<file path="config.mk">
export PLATFORM = sky130hd
export DESIGN_NAME = unidade_controle_flat
export DESIGN_NICKNAME = d
export VERILOG_FILES = /design/src/rtl/unidade_controle_pkg.sv /design/src/rtl/unidade_controle_if.sv /design/src/rtl/unidade_controle.sv /design/src/flat_wrapper.sv
export SDC_FILE = /design/constraint.sdc
export NUM_CORES = 1
export LEC_CHECK = 0
export BUFFER_PORTS_ARGS = -buffer_cell sky130_fd_sc_hd__buf_2
export CORE_AREA = 2 2 39 41
export CTS_CLUSTER_DIAMETER = 40
export DETAILED_ROUTE_END_ITERATION = 6
export DIE_AREA = 0 0 41 43
export MAX_ROUTING_LAYER = met4
export PLACE_DENSITY_LB_ADDON = 0.1
export SLEW_MARGIN = 20
export SYNTH_ARGS = -nofsm -noshare
export SYNTH_HDL_FRONTEND = slang
export SYNTH_SLANG_ARGS = --single-unit
</file>
<file path="constraint.sdc">
create_clock -name clock -period 5.4 [get_ports clock]
set_clock_uncertainty 0.05 [all_clocks]
set_input_delay 1.08 -clock clock [delete_from_list [all_inputs] [get_ports clock]]
set_output_delay 1.08 -clock clock [all_outputs]
set_load 0.03 [all_outputs]
</file>
<file path="src/rtl/unidade_controle_pkg.sv">
// Shared definitions for the memory-game control unit: state codes,
// LED source selector codes and the bundle of datapath strobes.
package unidade_controle_pkg;

  // State codes double as the db_estado debug value, so they are fixed.
  typedef enum logic [3:0] {
    INICIAL           = 4'h0,
    PREPARACAO        = 4'h1,
    MOSTRA_LED        = 4'h2,
    ZERA_TEMPO        = 4'h3,
    APAGA_LED         = 4'h4,
    PROXIMO_LED       = 4'h5,
    PREPARA_JOGADA    = 4'h6,
    ESPERA_JOGADA     = 4'h7,
    REGISTRA          = 4'h8,
    COMPARACAO        = 4'h9,
    PROXIMA_JOGADA    = 4'hA,
    PROXIMA_SEQUENCIA = 4'hB,
    FIM_ACERTOU       = 4'hC,
    FIM_ERROU         = 4'hD,
    FIM_TIMEOUT       = 4'hE
  } estado_t;

  // LED source: dark, ROM contents, or the player's registered buttons.
  localparam logic [1:0] SEL_APAGADO = 2'b00;
  localparam logic [1:0] SEL_MEMORIA = 2'b01;
  localparam logic [1:0] SEL_JOGADA  = 2'b10;

  // Every strobe and result flag the controller drives, decoded together.
  typedef struct packed {
    logic       zeraE;
    logic       contaE;
    logic       zeraL;
    logic       contaL;
    logic       zeraR;
    logic       zeraM;
    logic       contaM;
    logic       registraR;
    logic       contaT;
    logic [1:0] seletor;
    logic       pronto;
    logic       acertou;
    logic       errou;
    logic       db_timeout;
  } ctrl_t;

  localparam ctrl_t CTRL_NENHUM = '0;

endpackage

</file>
<file path="src/rtl/unidade_controle_if.sv">
// Control/status bundle between the game controller and its datapath.
// master: the controller (reads status, drives strobes).
// slave: the datapath side (drives status, reads strobes).
interface unidade_controle_if;

  logic       iniciar;
  logic       fimL;
  logic       fimM;
  logic       endecoIgualLimite;
  logic       jogada_feita;
  logic       botoesIgualMemoria;
  logic       timeout;

  logic       zeraE;
  logic       contaE;
  logic       zeraL;
  logic       contaL;
  logic       zeraR;
  logic       zeraM;
  logic       contaM;
  logic       registraR;
  logic       contaT;
  logic [1:0] seletor;
  logic       pronto;
  logic       acertou;
  logic       errou;
  logic       db_timeout;
  logic [3:0] db_estado;

  modport master (
    input  iniciar, fimL, fimM, endecoIgualLimite, jogada_feita,
           botoesIgualMemoria, timeout,
    output zeraE, contaE, zeraL, contaL, zeraR, zeraM, contaM, registraR,
           contaT, seletor, pronto, acertou, errou, db_timeout, db_estado
  );

  modport slave (
    output iniciar, fimL, fimM, endecoIgualLimite, jogada_feita,
           botoesIgualMemoria, timeout,
    input  zeraE, contaE, zeraL, contaL, zeraR, zeraM, contaM, registraR,
           contaT, seletor, pronto, acertou, errou, db_timeout, db_estado
  );

endinterface

</file>
<file path="src/rtl/unidade_controle.sv">
// Moore controller for the memory game: shows the LED sequence up to the
// current limit, collects and checks each player move under a per-move
// timeout, grows the sequence and reports win, loss or timeout.
module unidade_controle
  import unidade_controle_pkg::*;
(
  input logic               clock,
  input logic               reset,
  unidade_controle_if.master bus
);

  estado_t estado_q;
  estado_t estado_d;
  ctrl_t   ctrl;

  // State register; reset drops the game back to idle at any moment.
  always_ff @(posedge clock or posedge reset) begin
    if (reset) estado_q <= INICIAL;
    else       estado_q <= estado_d;
  end

  // Next-state rules of the game sequence.
  always_comb begin
    estado_d = estado_q;
    case (estado_q)
      INICIAL:           if (bus.iniciar) estado_d = PREPARACAO;
      PREPARACAO:        estado_d = MOSTRA_LED;
      MOSTRA_LED:        if (bus.fimM) estado_d = ZERA_TEMPO;
      ZERA_TEMPO:        estado_d = APAGA_LED;
      APAGA_LED:         if (bus.fimM) estado_d = PROXIMO_LED;
      PROXIMO_LED:       estado_d = bus.endecoIgualLimite ? PREPARA_JOGADA
                                                          : MOSTRA_LED;
      PREPARA_JOGADA:    estado_d = ESPERA_JOGADA;
      ESPERA_JOGADA: begin
        if (bus.jogada_feita) estado_d = REGISTRA;
        else if (bus.timeout) estado_d = FIM_TIMEOUT;
      end
      REGISTRA:          estado_d = COMPARACAO;
      COMPARACAO: begin
        if (!bus.botoesIgualMemoria)
          estado_d = FIM_ERROU;
        else if (bus.endecoIgualLimite && bus.fimL)
          estado_d = FIM_ACERTOU;
        else if (bus.endecoIgualLimite)
          estado_d = PROXIMA_SEQUENCIA;
        else
          estado_d = PROXIMA_JOGADA;
      end
      PROXIMA_JOGADA:    estado_d = ESPERA_JOGADA;
      PROXIMA_SEQUENCIA: estado_d = MOSTRA_LED;
      FIM_ACERTOU,
      FIM_ERROU,
      FIM_TIMEOUT:       if (bus.iniciar) estado_d = PREPARACAO;
      default:           estado_d = INICIAL;
    endcase
  end

  // Output decode from state; contaE in proximo_led is the only term that
  // also looks at a (state-stable) datapath flag.
  always_comb begin
    ctrl = CTRL_NENHUM;
    case (estado_q)
      PREPARACAO: begin
        ctrl.zeraE = 1'b1;
        ctrl.zeraL = 1'b1;
        ctrl.zeraR = 1'b1;
        ctrl.zeraM = 1'b1;
      end
      MOSTRA_LED: begin
        ctrl.seletor = SEL_MEMORIA;
        ctrl.contaM  = 1'b1;
      end
      ZERA_TEMPO: begin
        ctrl.seletor = SEL_APAGADO;
        ctrl.zeraM   = 1'b1;
      end
      APAGA_LED: begin
        ctrl.seletor = SEL_APAGADO;
        ctrl.contaM  = 1'b1;
      end
      PROXIMO_LED: begin
        ctrl.zeraM  = 1'b1;
        ctrl.contaE = !bus.endecoIgualLimite;
      end
      PREPARA_JOGADA: begin
        ctrl.zeraE = 1'b1;
        ctrl.zeraR = 1'b1;
      end
      ESPERA_JOGADA:     ctrl.contaT = 1'b1;
      REGISTRA: begin
        ctrl.registraR = 1'b1;
        ctrl.seletor   = SEL_JOGADA;
      end
      COMPARACAO:        ctrl.seletor = SEL_JOGADA;
      PROXIMA_JOGADA:    ctrl.contaE = 1'b1;
      PROXIMA_SEQUENCIA: begin
        ctrl.contaL = 1'b1;
        ctrl.zeraE  = 1'b1;
        ctrl.zeraM  = 1'b1;
        ctrl.zeraR  = 1'b1;
      end
      FIM_ACERTOU: begin
        ctrl.pronto  = 1'b1;
        ctrl.acertou = 1'b1;
      end
      FIM_ERROU: begin
        ctrl.pronto = 1'b1;
        ctrl.errou  = 1'b1;
      end
      FIM_TIMEOUT: begin
        ctrl.pronto     = 1'b1;
        ctrl.errou      = 1'b1;
        ctrl.db_timeout = 1'b1;
      end
      default:           ctrl = CTRL_NENHUM;
    endcase
  end

  assign bus.zeraE      = ctrl.zeraE;
  assign bus.contaE     = ctrl.contaE;
  assign bus.zeraL      = ctrl.zeraL;
  assign bus.contaL     = ctrl.contaL;
  assign bus.zeraR      = ctrl.zeraR;
  assign bus.zeraM      = ctrl.zeraM;
  assign bus.contaM     = ctrl.contaM;
  assign bus.registraR  = ctrl.registraR;
  assign bus.contaT     = ctrl.contaT;
  assign bus.seletor    = ctrl.seletor;
  assign bus.pronto     = ctrl.pronto;
  assign bus.acertou    = ctrl.acertou;
  assign bus.errou      = ctrl.errou;
  assign bus.db_timeout = ctrl.db_timeout;
  assign bus.db_estado  = estado_q;

endmodule

</file>
<file path="src/flat_wrapper.sv">
// flat-port wrapper written by rule: the top's interface ports become plain ports
module unidade_controle_flat import unidade_controle_pkg::*;
  (clock, reset, bus_iniciar, bus_fimL, bus_fimM, bus_endecoIgualLimite, bus_jogada_feita, bus_botoesIgualMemoria, bus_timeout, bus_zeraE, bus_contaE, bus_zeraL, bus_contaL, bus_zeraR, bus_zeraM, bus_contaM, bus_registraR, bus_contaT, bus_seletor, bus_pronto, bus_acertou, bus_errou, bus_db_timeout, bus_db_estado);
  unidade_controle_if bus_i ();
  input logic clock;
  input logic reset;
  input wire logic [$bits(bus_i.iniciar)-1:0] bus_iniciar;
  input wire logic [$bits(bus_i.fimL)-1:0] bus_fimL;
  input wire logic [$bits(bus_i.fimM)-1:0] bus_fimM;
  input wire logic [$bits(bus_i.endecoIgualLimite)-1:0] bus_endecoIgualLimite;
  input wire logic [$bits(bus_i.jogada_feita)-1:0] bus_jogada_feita;
  input wire logic [$bits(bus_i.botoesIgualMemoria)-1:0] bus_botoesIgualMemoria;
  input wire logic [$bits(bus_i.timeout)-1:0] bus_timeout;
  output wire logic [$bits(bus_i.zeraE)-1:0] bus_zeraE;
  output wire logic [$bits(bus_i.contaE)-1:0] bus_contaE;
  output wire logic [$bits(bus_i.zeraL)-1:0] bus_zeraL;
  output wire logic [$bits(bus_i.contaL)-1:0] bus_contaL;
  output wire logic [$bits(bus_i.zeraR)-1:0] bus_zeraR;
  output wire logic [$bits(bus_i.zeraM)-1:0] bus_zeraM;
  output wire logic [$bits(bus_i.contaM)-1:0] bus_contaM;
  output wire logic [$bits(bus_i.registraR)-1:0] bus_registraR;
  output wire logic [$bits(bus_i.contaT)-1:0] bus_contaT;
  output wire logic [$bits(bus_i.seletor)-1:0] bus_seletor;
  output wire logic [$bits(bus_i.pronto)-1:0] bus_pronto;
  output wire logic [$bits(bus_i.acertou)-1:0] bus_acertou;
  output wire logic [$bits(bus_i.errou)-1:0] bus_errou;
  output wire logic [$bits(bus_i.db_timeout)-1:0] bus_db_timeout;
  output wire logic [$bits(bus_i.db_estado)-1:0] bus_db_estado;
  assign bus_i.iniciar = bus_iniciar;
  assign bus_i.fimL = bus_fimL;
  assign bus_i.fimM = bus_fimM;
  assign bus_i.endecoIgualLimite = bus_endecoIgualLimite;
  assign bus_i.jogada_feita = bus_jogada_feita;
  assign bus_i.botoesIgualMemoria = bus_botoesIgualMemoria;
  assign bus_i.timeout = bus_timeout;
  assign bus_zeraE = bus_i.zeraE;
  assign bus_contaE = bus_i.contaE;
  assign bus_zeraL = bus_i.zeraL;
  assign bus_contaL = bus_i.contaL;
  assign bus_zeraR = bus_i.zeraR;
  assign bus_zeraM = bus_i.zeraM;
  assign bus_contaM = bus_i.contaM;
  assign bus_registraR = bus_i.registraR;
  assign bus_contaT = bus_i.contaT;
  assign bus_seletor = bus_i.seletor;
  assign bus_pronto = bus_i.pronto;
  assign bus_acertou = bus_i.acertou;
  assign bus_errou = bus_i.errou;
  assign bus_db_timeout = bus_i.db_timeout;
  assign bus_db_estado = bus_i.db_estado;
  unidade_controle u_core (.clock(clock), .reset(reset), .bus(bus_i));
endmodule
</file>
==> flow_metrics.tcl, run 1 <==
set metrics [dict create \
    largest_reg_flops 4 \
    num_vias 593 \
    ant_nets 0 \
    synth_nets 80 \
    cts_tree "yes" \
    reg2reg_depth 4 \
    report.power.total_mw 0.4371 \
    dieArea_mm2 0.001763 \
    num_rows 14 \
    route.detailed.drc 0 \
    cp_cell_sequence "or2b_1, o32ai_1, buf_2" \
    slowest_stage "dfrtp_1" \
    coreArea_mm2 0.001384 \
    ys_types 27 \
    hp-class "in2async" \
    fmax_mhz 351.7 \
    syn-cell-area_um2 470.5 \
    via_per_inst 5.391 \
    cts_hold_buf 0 \
    final-setup-viol-count 0 \
    yosysSeqAreaShare_pct 21.28 \
    initial_core_util_pct 34.00 \
    routed_wirelength_um 1309 \
    cts_root_buf "clkbuf_4" \
    clk_latency_ns 0.23 \
    htreeDepth 1 \
    seq_area_um2 100.1 \
    syn2layout_area_growth_pct 29.79 \
    slew_violations 0 \
    p_leak_nw 0.3307 \
    gr-total-overflow 0 \
    r2r_slack_ns 3.23 \
    syn_avg_cell_area_um2 6.626 \
    grt_pass1_wl_um 2145 \
    crit_arrival_ns 1.71 \
    run_status "completed" \
    clockBufferDepth 2 \
    period_needed_ns 2.843 \
    cts_buffers 3 \
    maxCapViolations 0 \
    cts_sinks 4 \
    yosys_warnings 0 \
    finalCritPeriodShare_pct 52.66 \
    nets 105 \
    rsz0062_at_grt "false" \
    hold_viol_final 0 \
    worst_setup_path_end_kind "output port" \
    multi_input_area_um2 317.8 \
    gp_congestion 0.7221 \
    post-route-util_pct 44.12 \
    grt_start_max_net_pins 20 \
    drive_gt1_share_pct 31.91 \
    syn_inst 71 \
    reg2reg_to "u_core.bus.db_estado[0]" \
    fin_tns_setup_ns 0 \
    routedWlPerCell_um 11.90 \
    nFillCells 150 \
    antenna_found_initial 0 \
    die_x_um 41 \
    place_hpwl_um 984.7 \
    first_pass_iters 4 \
    worst_pin_slew_ns 0.5344 \
    ys_ff_latch 4 \
    path_max_fanout 19 \
    die_y_um 43 \
    slew_headroom_pct 64.38 \
    startpoint_type "flop" \
    post_cts.repair.setup_buffers 0 \
    io_pins 28 \
    regToRegStartpoint "u_core.bus.db_estado[0]" \
    cp_num_buf_inv 1 \
    drtIter0Drc 18 \
    cts_resized 0 \
    max-vdd-ir-drop_uv 304.8 \
    worstSetupPathType "reg2out" \
    grt_pass1_vias 539 \
    cp_top_family "flip-flops" \
    grt_usage_pct 18.12 \
    critPathMaxStageDelay_ns 0.67 \
    required_ns 4.27 \
    antennaDiodeCount 0 \
    portBuffers 27 \
    p_per_area_mw_per_mm2 715.8 \
    clkTransAtPathRegs_ns 0.04 \
]
## through the flow
stage	hold slack, ns	worst slack [ns]	instance area, um2	std cells
after global routing	0.6853	2.433	610.6	110
after floorplan	0.7961	2.295	470.5	71
final	0.6704	2.557	610.6	110
after detailed placement	0.8045	2.560	588.1	107
after CTS	0.6679	2.540	610.6	110
after global placement	0.7965	2.576	588.1	107
## cell usage in the layout (no fill, tap or decap)
master	n
nand2_1	9
buf_2	27
nor3_1	4
a21oi_1	3
o22ai_1	1
dfrtp_1	4
o32ai_1	2
a211oi_1	1
nand2b_1	4
xnor2_1	1
or2b_1	1
clkbuf_4	3
o21ai_0	3
inv_1	4
nand3_1	1
o21bai_1	1
mux2i_1	1
mux2_1	1
a21o_1	2
a222oi_1	1
a32oi_1	1
nor2_1	12
nor4_1	1
a31o_1	1
a31oi_1	2
and3_1	2
a22o_1	1
## Yosys cell counts
master / n / area, um2
and3_1: 2 / 12.51
clkbuf_1: 4 / 15.01
o32ai_1: 2 / 17.52
nand2_1: 9 / 33.78
nor4_1: 1 / 6.260
o21bai_1: 1 / 7.510
xnor2_1: 1 / 8.760
dfrtp_1: 4 / 100.1
a211oi_1: 1 / 7.510
nand3_1: 1 / 5.000
or2b_1: 1 / 7.510
nor3_1: 4 / 20.02
a22o_1: 1 / 8.760
o21ai_0: 3 / 15.01
a31o_1: 1 / 8.760
buf_4: 3 / 22.52
a32oi_1: 1 / 8.760
a21oi_1: 3 / 15.01
a222oi_1: 1 / 10.01
inv_1: 4 / 15.01
o22ai_1: 1 / 6.260
a31oi_1: 2 / 12.51
nand2b_1: 4 / 25.02
mux2_1: 1 / 11.26
nor2_1: 12 / 45.04
mux2i_1: 1 / 10.01
a21o_1: 2 / 15.01
## per-layer routing
layer	wire, um	share of wire, %	track usage, %	vias up
met5	0	0	-	-
met4	15	1.1	12.00	0
met3	90	6.9	0	2
met2	637	49	28.75	23
met1	565	43	21.20	266
li1	-	-	-	302
## worst max path at each step
| stage | endpoint | slack, ns | cells after the start | start |
|---|---|---|---|---|
| after floorplan | bus_zeraR | 2.29 | 5 | u_core.bus.db_estado[1] |
| after global placement | bus_contaE | 2.58 | 3 | bus_endecoIgualLimite |
| after detailed placement | bus_contaE | 2.56 | 3 | bus_endecoIgualLimite |
| after CTS | bus_contaE | 2.54 | 3 | u_core.bus.db_estado[0] |
| after global routing | bus_zeraR | 2.43 | 5 | u_core.bus.db_estado[1] |
| final | bus_contaE | 2.56 | 3 | u_core.bus.db_estado[0] |
## layout make-up
type                    count  share of cell area, %
clock buffers               3                  3.689
well taps                  16                  3.279
flip-flops and latches      4                  16.39
repair buffers             27                  22.13
multi-input cells          56                  52.05
inverters                   4                  2.459
## power breakdown
group	leakage (nW)	total, mW	internal, mW	switching, mW
registers	0.0475	0.101	0.0439	0.0570
clock network	0.0138	0.0358	0.0248	0.0110
logic	0.269	0.300	0.103	0.198
## cell families (layout without fill, tap and decap cells)
family,after synthesis,after routing,share of synthesized area (%)
compound gates,19,19,28.19
xor+xnor,1,1,1.862
buf+inv,11,34,11.17
flops,4,4,21.28
mux,2,2,4.521
simple gates,34,34,32.98
No activity file was read; power rests on OpenSTA's default activity.
==> run 2, diff against run 1 <==
Settings changed: ABC_AREA set to 1, CORE_AREA 2 2 39 41 to not set, CORE_UTILIZATION set to 39, DIE_AREA 0 0 41 43 to not set.
Clock period 5.4 ns to 2.4 ns, I/O delays scaled along.
==> run 2 against run 1 <==
Synthesized area increased by 15%. Worst setup slack got worse by 2.1 ns. Wire length increased by 1.6%. Register-to-register slack got worse by 2.3 ns. Flip-flop and latch count unchanged. Total power increased to 2.6 times the previous value. Cell count increased by 29%. Utilization increased by 9.4 points. Global-route usage increased by 1.9 points. Critical path type unchanged. Critical endpoint is now bus_zeraE. Largest cell class unchanged. Highest routed layer is now met3.
==> flow_metrics.tcl, run 2 <==
set metrics [dict create \
    grt_start_max_net_pins 11 \
    path_max_fanout 10 \
    yosys_warnings 0 \
    p_leak_nw 0.4911 \
    finalCritPeriodShare_pct 82.58 \
    routed_wirelength_um 1330 \
    syn_inst 99 \
    hp-class "in2async" \
    regToRegStartpoint "u_core.bus.db_estado[1]" \
    fmax_mhz 504.5 \
    cts_tree "yes" \
    grt_usage_pct 19.98 \
    yosys-top-cells-area "nand2_1, dfrtp_1, nand2_2, inv_1, nor2_1" \
    crit_arrival_ns 1.45 \
    ys_types 18 \
    syn2layout_area_growth_pct 29.23 \
    io_pins 28 \
    antennaDiodeCount 0 \
    initial_core_util_pct 41.44 \
    critPathMaxStageDelay_ns 0.54 \
    mostFrequentLayoutCells "nand2_1, buf_2, nor2_1, inv_1, nand2_2" \
    nets 138 \
    syn-cell-area_um2 539.3 \
    maxCapViolations 0 \
    clockBufferDepth 2 \
    synth_edf_count 0 \
    cts_hold_buf 0 \
    antenna_found_initial 0 \
    slew_headroom_pct 76.70 \
    max-vdd-ir-drop_uv 705.9 \
    switchingPower_mw 0.7247 \
    slowest_stage "dfrtp_1" \
    yosysSeqAreaShare_pct 18.56 \
    portBuffers 27 \
    post_cts.repair.setup_buffers 0 \
    die_y_um 39.19 \
    p_int_mw 0.4075 \
    p_seq_share_pct 16.1 \
    run_status "completed" \
    instances_no_fill 142 \
    startpoint "u_core.bus.db_estado[1]" \
    cp_top_family "flip-flops" \
    drtIter0Drc 8 \
    drive_gt1_share_pct 38.58 \
    num_vias 651 \
    clkTransAtPathRegs_ns 0.04 \
    synth_area_leader_cell "nand2_1" \
    num_rows 13 \
    ys_ff_latch 4 \
    report.power.total_mw 1.132 \
    grt_pass1_vias 499 \
    syn_avg_cell_area_um2 5.447 \
    worst_setup_path_end_kind "output port" \
    cp_num_buf_inv 3 \
    gr-total-overflow 0 \
    period_needed_ns 1.982 \
    rsz0062_at_grt "false" \
    first_pass_iters 4 \
    synth_top_area_share_pct 23.67 \
    synth_common_cells "nand2_1, inv_1, nor2_1" \
    ant_nets 0 \
    final_common_cell "nand2_1" \
    async_flop_share_pct 100.0 \
    required_ns 1.87 \
    largest_reg_flops 4 \
    coreArea_mm2 0.001301 \
    cts_root_buf "clkbuf_4" \
    post-route-util_pct 53.56 \
    dpl.cell_count 139 \
    slew_violations 0 \
    worstSetupPathType "reg2out" \
    cts_resized 0 \
    synthFlopType "dfrtp_1" \
    placed_area_um2 674.4 \
    p_clk_share_pct 7.2 \
    p_sw_share_pct 64.01 \
    final-setup-viol-count 0 \
    cp_cell_sequence "nand2_2, inv_2, nand2_1, nand2_1, nor2_1, inv_1, buf_2" \
    worst_pin_slew_ns 0.3494 \
    clk_latency_ns 0.23 \
    critPathMostFrequentCell "nand2_1" \
    place_hpwl_um 1119 \
    nFillCells 160 \
    synth_nets 108 \
    power_frac_comb_pct 76.7 \
    gp_congestion 0.7949 \
    route.detailed.drc 0 \
    die_x_um 39.19 \
    cts_sinks 4 \
    p_per_area_mw_per_mm2 1625 \
    routedWlPerCell_um 9.366 \
    dieArea_mm2 0.001535 \
    cts_buffers 3 \
    startpoint_type "flop" \
    fin_tns_setup_ns 0 \
    grt_pass1_wl_um 1966 \
    hold_viol_final 0 \
    htreeDepth 1 \
    post-synth-top-count-cell "nand2_1" \
    final_cell_area_um2 696.9 \
    via_per_inst 4.585 \
]
[run 2: metal layers]
| metal | track usage (%) | wire length (um) | up-vias |
|---|---|---|---|
| met5 | - | 0 | - |
| met4 | 10.34 | 0 | 0 |
| met3 | 3.468 | 38 | 0 |
| met2 | 31.25 | 665 | 13 |
| met1 | 24.39 | 626 | 286 |
| li1 | - | - | 352 |
[run 2: cell type report]
| class | count | area [um2] | area share, % |
|---|---|---|---|
| multi-input combinational | 74 | 349.1 | 50.09 |
| inverter | 19 | 71.32 | 10.23 |
| sequential | 4 | 100.1 | 14.36 |
| timing repair buffer | 27 | 135.1 | 19.39 |
| tap | 15 | 18.77 | 2.693 |
| clock buffer | 3 | 22.52 | 3.232 |
[run 2: stage by stage]
step | hold slack, ns | setup WS (ns)
after detailed placement | 0.3168 | 0.6819
after CTS | 0.06255 | 0.4280
final | 0.06883 | 0.4180
after global placement | 0.3127 | 0.6878
after floorplan | 0.1961 | 0.2373
after global routing | 0.07044 | 0.2500
[run 2: power by group through the flow]
stage	Clock, mW	Sequential [mW]	Combinational, mW
CTS	0.0877	0.180	0.876
floorplan	0	0.220	0.655
detailed placement	0	0.181	0.874
finish	0.0816	0.182	0.868
global route	0.0944	0.191	0.961
global placement	0	0.180	0.871
[run 2: cell families after synthesis]
kind of cell    count (synthesis)  share of synthesized area (%)
simple gates                   67                          56.84
flops                           4                          18.56
compound gates                  7                          7.888
buf+inv                        21                          16.70
[run 2: worst paths after layout]
check	endpoint	slack [ns]	cells after the start
worst max register to register	u_core.bus.db_estado[1]	0.92	6
worst min register to register	u_core.bus.db_estado[2]	0.58	2
max in group asynchronous	u_core.bus.db_estado[0]	2.08	2
worst max-delay path	bus_zeraE	0.42	7
min in group clock	u_core.bus.db_estado[2]	0.58	2
worst min-delay path	u_core.bus.db_estado[2]	0.07	2
==> run 3, diff against run 2 <==
Clock period 2.4 ns to 1.6 ns, I/O delays scaled along.
==> run 3 against run 2 <==
The run now ends with negative setup slack left. Via count rose by 13%. Flip-flop and latch count unchanged. Wire length increased by 26%. Worst setup slack got worse by 0.53 ns. First-iteration DRC count unchanged. Final area increased by 40%. Non-clock buffer count rose by 16. Total power is 110% higher. Clock-buffer cell count did not move. Register-to-register slack lost 0.73 ns. Critical path type unchanged. Critical endpoint is now bus_db_timeout. Highest routed layer is now met4.
==> flow_metrics.tcl, run 3 (synthesis results as in run 2) <==
set metrics [dict create \
    run_status "complete, but fails checks" \
    violations "negative setup slack" \
    drive_gt1_share_pct 61.54 \
    whs_path_depth 5 \
    worst_pin_slew_ns 0.2476 \
    max-vdd-ir-drop_uv 1350 \
    p_seq_share_pct 13.1 \
    timing.hold.ws_ns 0.4485 \
    syn2layout_area_growth_pct 80.74 \
    required_ns 1.23 \
    cts_root_buf "clkbuf_4" \
    largest_reg_flops 4 \
    io_pins 28 \
    num_vias 738 \
    p_leak_nw 0.5868 \
    ant_nets 0 \
    crit_arrival_ns 1.34 \
    setup_ws_ns -0.1072 \
    p_sw_share_pct 55.89 \
    portBuffers 27 \
    gp_congestion 0.8631 \
    p_per_area_mw_per_mm2 2447 \
    grt_start_max_net_pins 7 \
    final_common_cell "nand2_1" \
    fmax_mhz 585.8 \
    drtIter0Drc 8 \
    clkTransAtPathRegs_ns 0.03 \
    finalCritPeriodShare_pct 106.7 \
    worst_setup_path_end_kind "output port" \
    routed_wirelength_um 1682 \
    cts_buffers 3 \
    report.power.total_mw 2.385 \
    grt_pass1_vias 577 \
    hp-class "in2reg" \
    die_y_um 39.19 \
    maxCapViolations 0 \
    final_cell_area_um2 974.7 \
    route.detailed.drc 0 \
    antenna_found_initial 0 \
    hold_viol_final 0 \
    final-setup-viol-count 11 \
    gr-total-overflow 0 \
    p_int_mw 1.052 \
    htreeDepth 1 \
    startpoint_type "flop" \
    switchingPower_mw 1.333 \
    path_max_fanout 6 \
    placed_area_um2 681.9 \
    reg2reg_depth 9 \
    rsz0062_at_grt "true" \
    seq_area_um2 105.1 \
    grt_pass1_wl_um 2346 \
    cts_sinks 4 \
    antennaDiodeCount 0 \
    slew_headroom_pct 83.32 \
    initial_core_util_pct 41.44 \
    grt_usage_pct 23.28 \
    clockBufferDepth 2 \
    coreArea_mm2 0.001301 \
    place_hpwl_um 1090 \
    slew_violations 0 \
    period_needed_ns 1.707 \
    clk_latency_ns 0.23 \
    num_rows 13 \
    dieArea_mm2 0.001535 \
    via_per_inst 4.671 \
    post-route-util_pct 74.90 \
    p_clk_share_pct 5.0 \
    mostFrequentLayoutCells "nand2_1, buf_4, nand2_2, buf_2" \
    nFillCells 107 \
    worstSetupPathType "reg2out" \
    first_pass_iters 4 \
    power_frac_comb_pct 81.8 \
    nets 154 \
    cts_tree "yes" \
    multi_input_area_um2 424.2 \
    die_x_um 39.19 \
    routedWlPerCell_um 10.65 \
]
[run 3: cell count changes in the layout (fill, tap and decap cells not counted), moves of 2 or more]
| cell | delta |
|---|---|
| buf_4 | +18 |
| buf_2 | -14 |
| buf_6 | +10 |
| nor2_1 | -8 |
| nand2_1 | -6 |
| dfrtp_1 | -4 |
| dfrtp_2 | +4 |
| inv_1 | -4 |
| nand2_2 | +4 |
| nor2_2 | +4 |
| nor2_4 | +4 |
| inv_2 | +3 |
| nand2_4 | +2 |
[run 3: critical path: stages (launching register included)]
cell     delay [ns]
dfrtp_2        0.49
buf_4          0.16
buf_4          0.11
nand2_1        0.05
nor2_1         0.12
buf_4          0.18
[run 3: worst paths after layout]
check / start / endpoint / slack (ns)
hold reg to reg: u_core.bus.db_estado[3] / u_core.bus.db_estado[3] / 0.66
hold / removal: bus_botoesIgualMemoria / u_core.bus.db_estado[1] / 0.45
max in group asynchronous: reset / u_core.bus.db_estado[1] / 0.85
setup / recovery: u_core.bus.db_estado[1] / bus_db_timeout / -0.11
min in group asynchronous: reset / u_core.bus.db_estado[2] / 0.48
setup reg to reg: u_core.bus.db_estado[2] / u_core.bus.db_estado[1] / 0.19
[run 3: power groups by stage]
| stage | clock network [mW] | registers, mW | logic, mW |
|---|---|---|---|
| 2_1_floorplan | 0 | 0.342 | 1.01 |
| 3_3_place_gp | 0 | 0.277 | 1.32 |
| 3_5_place_dp | 0 | 0.285 | 1.32 |
| 4_1_cts | 0.127 | 0.285 | 1.74 |
| 5_1_grt | 0.135 | 0.324 | 2.11 |
| 6_report | 0.120 | 0.313 | 1.95 |
[run 3: layout make-up]
class | count | share of cell area, %
inverters | 19 | 7.574
repair buffers | 43 | 33.89
flip-flops and latches | 4 | 10.78
well taps | 15 | 1.926
clock buffers | 3 | 2.311
multi-input cells | 74 | 43.52
[run 3: stage by stage]
step | setup WS (ns) | cells | setup TNS, ns
floorplan | -0.07565 | 99 | -0.2346
global placement | 0.1004 | 139 | 0
detailed placement | 0.08646 | 139 | 0
CTS | -0.05677 | 154 | -0.3691
global route | -0.1859 | 158 | -1.716
finish | -0.1072 | 158 | -0.7213
[run 3: per-layer routing]
layer,wire (um),GRT usage [%],part of all wire [%],vias up
li1,-,-,-,383
met1,740,28.22,44,340
met2,898,37.92,53,11
met3,20,3.468,1.2,4
met4,21,10.34,1.2,0
met5,0,-,0,-
[run 3: timing repair]
item                                    4_1_cts  5_1_grt
hold buffers                                  1        0
pin swaps                                     4       10
gates resized for setup                      25       27
hold endpoints to repair                      4        0
setup buffers                                11        4
endpoints found under the setup margin       11       15
